**src/rtl/muldiv_sequencer_pkg.sv**
```systemverilog
// rtl/muldiv_sequencer_pkg.sv - funct codes and bus widths shared by the mul/div sequencer
package muldiv_sequencer_pkg;

    localparam int FUNCT_W = 6;

    localparam logic [FUNCT_W-1:0] FUNCT_MTHI  = 6'h11;
    localparam logic [FUNCT_W-1:0] FUNCT_MTLO  = 6'h13;
    localparam logic [FUNCT_W-1:0] FUNCT_MULT  = 6'h18;
    localparam logic [FUNCT_W-1:0] FUNCT_MULTU = 6'h19;
    localparam logic [FUNCT_W-1:0] FUNCT_DIV   = 6'h1A;
    localparam logic [FUNCT_W-1:0] FUNCT_DIVU  = 6'h1B;

    function automatic logic is_long_op(input logic [FUNCT_W-1:0] f);
        return (f == FUNCT_MULT) || (f == FUNCT_MULTU) || (f == FUNCT_DIV) || (f == FUNCT_DIVU);
    endfunction

    function automatic logic is_div_op(input logic [FUNCT_W-1:0] f);
        return (f == FUNCT_DIV) || (f == FUNCT_DIVU);
    endfunction

    function automatic logic is_signed_op(input logic [FUNCT_W-1:0] f);
        return (f == FUNCT_MULT) || (f == FUNCT_DIV);
    endfunction

endpackage

```
**src/rtl/muldiv_datapath.sv**
```systemverilog
// rtl/muldiv_datapath.sv - shift-add multiply / restoring divide step and sign fix-up
module muldiv_datapath #(
    parameter int DATA_W = 32
) (
    input  logic              clk,
    input  logic              rst,
    input  logic              load,
    input  logic              step,
    input  logic              div_op,
    input  logic              signed_op,
    input  logic [DATA_W-1:0] op_a,
    input  logic [DATA_W-1:0] op_b,
    output logic [DATA_W-1:0] res_hi,
    output logic [DATA_W-1:0] res_lo
);

    localparam int W2 = 2 * DATA_W;

    logic [W2-1:0]     acc;
    logic [W2-1:0]     mcand;
    logic [DATA_W-1:0] mplier;
    logic              is_div;
    logic              neg_lo;
    logic              neg_hi;

    logic              neg_a;
    logic              neg_b;
    logic [DATA_W-1:0] abs_a;
    logic [DATA_W-1:0] abs_b;
    logic [DATA_W:0]   trial;
    logic [W2-1:0]     prod_fix;

    assign neg_a = signed_op & op_a[DATA_W-1];
    assign neg_b = signed_op & op_b[DATA_W-1];
    assign abs_a = neg_a ? -op_a : op_a;
    assign abs_b = neg_b ? -op_b : op_b;

    // Remainder is widened by the bit shifted out so the trial subtract never loses it.
    assign trial = acc[W2-1:DATA_W-1] - {1'b0, mcand[DATA_W-1:0]};

    always_ff @(posedge clk or posedge rst) begin
        if (rst) begin
            acc    <= '0;
            mcand  <= '0;
            mplier <= '0;
            is_div <= 1'b0;
            neg_lo <= 1'b0;
            neg_hi <= 1'b0;
        end else if (load) begin
            is_div <= div_op;
            neg_lo <= neg_a ^ neg_b;
            neg_hi <= div_op ? neg_a : (neg_a ^ neg_b);
            acc    <= div_op ? {{DATA_W{1'b0}}, abs_a} : '0;
            mcand  <= div_op ? {{DATA_W{1'b0}}, abs_b} : {{DATA_W{1'b0}}, abs_a};
            mplier <= abs_b;
        end else if (step) begin
            if (is_div) begin
                acc <= trial[DATA_W] ? {acc[W2-2:0], 1'b0}
                                     : {trial[DATA_W-1:0], acc[DATA_W-2:0], 1'b1};
            end else begin
                if (mplier[0]) begin
                    acc <= acc + mcand;
                end
                mcand  <= mcand << 1;
                mplier <= mplier >> 1;
            end
        end
    end

    assign prod_fix = neg_lo ? -acc : acc;
    assign res_hi   = is_div ? (neg_hi ? -acc[W2-1:DATA_W] : acc[W2-1:DATA_W]) : prod_fix[W2-1:DATA_W];
    assign res_lo   = is_div ? (neg_lo ? -acc[DATA_W-1:0] : acc[DATA_W-1:0]) : prod_fix[DATA_W-1:0];

endmodule

```
**src/rtl/muldiv_sequencer.sv**
```systemverilog
// rtl/muldiv_sequencer.sv - HI/LO owner and multi-cycle mul/div controller beside the EX ALU
module muldiv_sequencer
    import muldiv_sequencer_pkg::*;
#(
    parameter int DATA_W = 32,
    parameter int CNT_W  = 6
) (
    input  logic               clk,
    input  logic               rst,
    input  logic               start,
    input  logic [FUNCT_W-1:0] funct,
    input  logic [DATA_W-1:0]  op_a,
    input  logic [DATA_W-1:0]  op_b,
    input  logic               flush,
    output logic               stall,
    output logic               done,
    output logic [DATA_W-1:0]  hi,
    output logic [DATA_W-1:0]  lo
);

    typedef enum logic [1:0] {S_IDLE, S_MUL, S_DIV, S_FIX} state_t;

    state_t            state;
    logic [CNT_W-1:0]  counter;
    logic [DATA_W-1:0] res_hi;
    logic [DATA_W-1:0] res_lo;
    logic              long_op;
    logic              accept;
    logic              load;
    logic              busy_iter;

    assign long_op   = is_long_op(funct);
    assign accept    = (state == S_IDLE) & start & ~flush;
    assign load      = accept & long_op;
    assign busy_iter = (state == S_MUL) | (state == S_DIV);

    // Stall from the issue cycle itself so EX holds before the FSM leaves IDLE.
    assign stall = (state != S_IDLE) | (start & long_op & (state == S_IDLE));
    assign done  = (state == S_FIX) & ~flush;

    muldiv_datapath #(.DATA_W(DATA_W)) u_datapath (
        .clk       (clk),
        .rst       (rst),
        .load      (load),
        .step      (busy_iter & ~flush),
        .div_op    (is_div_op(funct)),
        .signed_op (is_signed_op(funct)),
        .op_a      (op_a),
        .op_b      (op_b),
        .res_hi    (res_hi),
        .res_lo    (res_lo)
    );

    always_ff @(posedge clk or posedge rst) begin
        if (rst) begin
            state   <= S_IDLE;
            counter <= '0;
            hi      <= '0;
            lo      <= '0;
        end else begin
            case (state)
                S_IDLE: begin
                    if (load) begin
                        counter <= '0;
                        state   <= is_div_op(funct) ? S_DIV : S_MUL;
                    end else if (accept && funct == FUNCT_MTHI) begin
                        hi <= op_a;
                    end else if (accept && funct == FUNCT_MTLO) begin
                        lo <= op_a;
                    end
                end
                S_MUL, S_DIV: begin
                    if (flush) begin
                        state <= S_IDLE;
                    end else begin
                        counter <= counter + 1'b1;
                        if (counter == CNT_W'(DATA_W - 1)) begin
                            state <= S_FIX;
                        end
                    end
                end
                S_FIX: begin
                    state <= S_IDLE;
                    if (!flush) begin
                        hi <= res_hi;
                        lo <= res_lo;
                    end
                end
                default: state <= S_IDLE;
            endcase
        end
    end

endmodule

```
**config.mk**
```make
export PLATFORM = sky130hd
export DESIGN_NAME = muldiv_sequencer
export DESIGN_NICKNAME = d
export VERILOG_FILES = /design/src/rtl/muldiv_sequencer_pkg.sv /design/src/rtl/muldiv_datapath.sv /design/src/rtl/muldiv_sequencer.sv
export SDC_FILE = /design/constraint.sdc
export NUM_CORES = 1
export LEC_CHECK = 0
export BUFFER_PORTS_ARGS = -buffer_cell sky130_fd_sc_hd__buf_2
export CORE_MARGIN = 5
export CORE_UTILIZATION = 50
export DETAILED_ROUTE_END_ITERATION = 8
export GPL_TIMING_DRIVEN = 0
export PLACE_DENSITY_LB_ADDON = 0.2
export SETUP_SLACK_MARGIN = 0.1
export SYNTH_ARGS = -nofsm -noshare
export SYNTH_HDL_FRONTEND = slang
export SYNTH_SLANG_ARGS = --single-unit
```
**constraint.sdc**
```tcl
create_clock -name clk -period 11.8 [get_ports clk]
set_input_delay 1.18 -clock clk [delete_from_list [all_inputs] [get_ports clk]]
set_output_delay 1.18 -clock clk [all_outputs]
set_load 0.005 [all_outputs]
```
-- Yosys cells after proc, flatten, opt, wreduce, memory -nomap -nowiden
Cells that the tools add are included.
- register bits: 235
- bits in latches: 0
- bits in writable memories: 0
- ROM bits: 0
- input port bits: 74
- output and inout bits: 66
- word-level logic and storage cells: 108
- memories kept: 0
- add/subtract/negate cells: 8
- multipliers: 0
- div/mod/pow operators: 0
- $lt $le $gt $ge: 0
- equality and inequality tests: 19
- shift operators: 0
- mux-type cells: 38
- bitwise gates (word level): 13
- reduce and logical (&&, ||, !) cells: 20
- operators with widths (kind ; number):
    $mux W32 ; 18
    $mux W64 ; 9
    $neg A32 Y32 ; 4
    $pmux W32 S2 ; 2
    $add A64 B64 Y64 ; 1
    $neg A64 Y64 ; 1
    $eq A6 B5 Y1 const B ; 7
    $sub A33 B32 Y33 ; 1
    $mux W6 ; 2
    $ne A2 B2 Y1 const B ; 6
    $pmux W6 S2 ; 1
    $and A1 B1 Y1 ; 9
    $mux W2 ; 4
    $reduce_bool A2 Y1 ; 4
    $add A6 B1 Y6 const B ; 1
    $pmux W2 S3 ; 1
    $reduce_and A2 Y1 ; 3
    $logic_or A1 B1 Y1 ; 5
    $reduce_and A5 Y1 ; 1
    $eq A2 B2 Y1 const B ; 2
    $ne A2 B1 Y1 const B ; 2
    $reduce_and A4 Y1 ; 1
    $ne A3 B3 Y1 const B ; 1
    $reduce_and A3 Y1 ; 1
    9 further kinds ; 11

-- Depth between registers and ports, before layout
- word-level depth: 8
- depth in mapped cells: 15
- depth with buffers taken out: 13

-- Modules after synthesis
Synthesis repeated with hierarchy kept, for this count alone.
- cells, all modules: 2515
- area, all modules: 19774.0 um^2
- by module, submodules not included (module ; times used ; cells an instance ; area each (um^2) ; sequential area each (um^2)):
    muldiv_datapath ; 1 ; 2130 ; 16238.1 ; 4078.9
    muldiv_sequencer ; 1 ; 385 ; 3535.9 ; 1801.7

-- Worst setup path before layout
OpenSTA, ideal clock, no wires.
- kind: input to register
- start point: in op_a[9]
- end point: reg u_datapath.mcand[29]
- library setup time: 0.140 ns
- arrival time: 3.417 ns
- required time: 11.660 ns
- slack: 8.243 ns
- cell stages on the path: 8
- path buffers: 0
- cells stage by stage: or4_4 > or3_4 > or4_4 > o41ai_4 > nand2_1 > xor2_1 > a211oi_1 > a31oi_1
- word-level cells in the longest chain between the ends: 4
- ends and longest elaborated chain (what ; RTL line ; source):
    from (decl) ; muldiv_sequencer.sv:12 ; input logic [DATA_W-1:0] op_a,
    $neg A32 Y32 ; muldiv_datapath.sv:35 ; assign abs_a = neg_a ? -op_a : op_a;
    $mux W32 ; muldiv_datapath.sv:35 ;
    $mux W32 ; muldiv_datapath.sv:54 ; mcand <= div_op ? {{DATA_W{1'b0}}, abs_b} : {{DATA_W{1'b0}}, abs_a};
    $mux W64 ; muldiv_datapath.sv:49 ; end else if (load) begin
    to (signal assigned) ; muldiv_datapath.sv:54 ;
    to (signal assigned) ; muldiv_datapath.sv:64 ; mcand <= mcand << 1;
    to (decl) ; muldiv_datapath.sv:20 ; logic [W2-1:0] mcand;
Every way passes these cells.
A chain may end at the register's enable or synchronous reset.

-- Worst setup path in the final report
- start point: in funct[2]
- end point: reg u_datapath.mcand[9]
- word-level cells in the longest chain between the ends: 7
- elaborated cells between the ends (all ways): 19
- those cells by class: 5 x eq/ne; 4 x mux; 3 x bitwise; 7 x reduce/logical
- ends and longest elaborated chain (what ; RTL line ; source):
    from (decl) ; muldiv_sequencer.sv:11 ; input logic [FUNCT_W-1:0] funct,
    $eq A6 B5 Y1 (on tied branches) ; muldiv_sequencer_pkg.sv:14, muldiv_sequencer_pkg.sv:22 ;
    $logic_or A1 B1 Y1 (3 in series) ; muldiv_sequencer_pkg.sv:14 ; return (f == FUNCT_MULT) || (f == FUNCT_MULTU) || (f == FUNCT_DIV) || (f == FUNCT_DIVU);
    $and A1 B1 Y1 ; muldiv_sequencer.sv:34 ; assign load = accept & long_op;
    $ne A2 B2 Y1 (no line) or $reduce_bool A2 Y1 (tied branches) ; -- ;
    $reduce_and A2 Y1 (no line) ; -- ;
Several ways; a longest one is shown, not always the timed one.

==> impl_metrics.json <==
{
  "required_ns": 12.24,
  "tns_ns": 0,
  "pre_cts_slack_ns": 6.90,
  "clock_tree.root_cell": "clkbuf_16",
  "io_pins": 140,
  "clock_skew_ns": 0.0207,
  "layout_common_cells": "466 x nand2_1, 270 x a21oi_1, 235 x dfrtp_1",
  "dp_hpwl_um": 66000,
  "crit_fanout": 10,
  "syn_nets": 2730,
  "worstMarginPinSlew_ns": 1.21,
  "cts_buffers": 29,
  "synth_seq_area_share_pct": 30.1,
  "ctsHoldBuffers": 0,
  "first_pass_iters": 6,
  "cp_slowest_cell": "nor2b_1",
  "rsz0062_at_grt": "false",
  "fin_ws_ns": 7.29,
  "area_growth_pct": 12.4,
  "async_reset_ff_share_pct": 100,
  "ctsResizeCount": 0,
  "vias": 21031,
  "crit_top_cell": "and2_1",
  "clock_latency_ns": 0.59,
  "end_kind": "flip-flop",
  "cts_buffer_depth": 3,
  "ys_ff_latch": 235,
  "slew_headroom_pct": 19.4,
  "synth.top_cell.area_share_pct": 30.1,
  "synth.distinct_cells": 89,
  "synth_edf_count": 0,
  "postCtsSetupRepairBufs": 0,
  "status": "complete, no violations",
  "hold_ws_ns": 0.471,
  "gp_congestion": 1.01,
  "wl_um": 83000,
  "synth_area_leaders": "dfrtp_1 30%, nand2_1 8.9%, a21oi_1 6.9%",
  "die-area_um2": 43200,
  "die_w_um": 208,
  "syn_inst": 2552,
  "wl_per_cell_um": 25.4,
  "cap_viol_max_count": 0,
  "initial_core_util_pct": 50.6,
  "htree_levels": 1,
  "final_nets": 2902,
  "final_max_slew_viol_count": 0,
  "max_freq_ghz": 0.222,
  "leakage_nw": 9.54,
  "drive_above_1_share_pct": 8.52,
  "drc": 0,
  "syn_area_um2": 19600,
  "layout_commonest_cell": "nand2_1",
  "placeableCoreArea_um2": 38600,
  "path_cells": "buf_2, nor3b_1, and2_1, clkbuf_1, nor2b_1, and2_1, buf_1, o41ai_1, xor2_1, nand2_1, o211ai_1, o21ai_0",
  "overflow": 0,
  "antenna_cells": 0,
  "setup_viol": 0,
  "start_kind": "input port",
  "path_class": "input port to flip-flop",
  "grt_pass1_wl_um": 123000,
  "hold_depth": 2,
  "synth_top_area_cell": "dfrtp_1",
  "cp_slowest_stage_delay_ns": 0.83,
  "power_mw": 6.61,
  "cts_tree": "yes",
  "hold_viol_final": 0,
  "period_needed_ns": 4.51,
  "synth_ff_type": "dfrtp_1",
  "hold_class": "flip-flop to flip-flop",
  "power_density_nw_per_um2": 301,
  "grt_usage_pct": 36.7,
  "clk_pin_slew_worst_paths_ns": 0.06,
  "drt_iter0_markers": 2556,
  "fp.dieH_um": 208,
  "postRouteAntennaNets": 0,
  "reg2reg_depth": 10,
  "num_rows": 72,
  "yosysWarnings": 0,
  "numClockSinks": 235,
  "grt_pass1_vias": 19538,
  "antenna_found_initial": 0,
  "avgSynthCellArea_um2": 7.67,
  "grt_max_degree": 83,
  "crit_arrival_ns": 4.95,
  "irDropWorstVdd_mv": 0.158,
  "port_buffers": 139,
  "period_share_pct": 38.2,
  "viasPerCell": 6.45
}
metal layers:
layer,up-vias,GRT usage (%),wire [µm]
li1,9549,-,-
met1,10090,52.0,34900
met2,1228,53.5,34500
met3,164,9.11,9670
met4,0,15.3,3920
met5,-,0,0
logic make-up (layout without fill, tap and decap cells):
group,count (synthesis),in the layout,share of synthesized area [%]
buf+inv,215,408,4.21
mux,36,36,1.86
fa+ha+maj,104,104,6.73
compound gates,860,860,27.3
simple gates,909,909,21.2
flops,235,235,30.1
xor+xnor,193,193,8.64
flip-flops by register name, summed over array words and instances (netlist names):
signal,count
counter,6
hi,32
lo,32
state,2
u_datapath.acc,64
u_datapath.is_div,1
u_datapath.mcand,64
u_datapath.mplier,32
u_datapath.neg_hi,1
u_datapath.neg_lo,1
synthesized netlist by cell type, types with 14 or more instances:
library cell / instances
nand2_1: 466
nand2b_1: 17
o21a_1: 18
and3_1: 43
nor3_1: 37
ha_1: 102
mux2i_1: 33
o211ai_1: 17
nor4_1: 17
a21o_1: 55
o21ai_1: 42
o21ai_0: 193
clkbuf_1: 114
nand4_1: 23
nand3_1: 35
o21bai_1: 18
nor2b_1: 19
o31ai_1: 25
a21oi_1: 270
and2_1: 16
or3_1: 14
a211oi_1: 31
nor2_1: 173
o41ai_1: 15
inv_1: 75
xnor2_1: 83
a31oi_1: 57
xor2_1: 110
a221o_1: 17
dfrtp_1: 235
critical path: cells and delay by family:
kind                      cells  cell delay [ns]
and+or+nand+nor               5             2.08
buffers and inverters         3             0.82
AOI/OAI and AO/OA             3             0.53
xor gates and xnor gates      1             0.33
per-stage QoR:
stage / cells / instance area [µm²] / utilization (%)
floorplan: 2552 / 19600 / -
global placement: 3209 / 20900 / 54.1
global route: 3263 / 22000 / 56.9
CTS: 3263 / 22000 / 56.9
detailed placement: 3211 / 21000 / 54.3
finish: 3263 / 22000 / 56.9
power by group:
group	leakage (nW)	switching, mW	total [mW]	internal, mW
sequential	2.96	0.476	1.59	1.12
combinational	6.09	2.58	4.04	1.46
clock	0.494	0.387	0.977	0.589
total	9.54	3.44	6.61	3.17
final timing paths:
path | start | end | slack (ns)
hold reg to reg | hi[13]$_DFFE_PP0P_ | hi[13]$_DFFE_PP0P_ | 0.47
hold / removal | hi[13]$_DFFE_PP0P_ | hi[13]$_DFFE_PP0P_ | 0.47
setup reg to reg | u_datapath.acc[20]$_DFFE_PP0P_ | u_datapath.acc[60]$_DFFE_PP0P_ | 7.41
setup / recovery | funct[2] | u_datapath.mcand[9]$_DFFE_PP0P_ | 7.29
max in group asynchronous | rst | u_datapath.acc[46]$_DFFE_PP0P_ | 9.93
min in group asynchronous | rst | lo[0]$_DFFE_PP0P_ | 0.66
final cells by class:
type,count,area (µm²)
buffer,139,539
sequential,235,5880
timing repair buffer,141,751
fill,3692,16700
tap,518,648
inverter,76,293
clock inverter,13,203
clock buffer,39,813
multi-input combinational,2102,12900
Note: power is estimated with default switching activity, not from simulation.
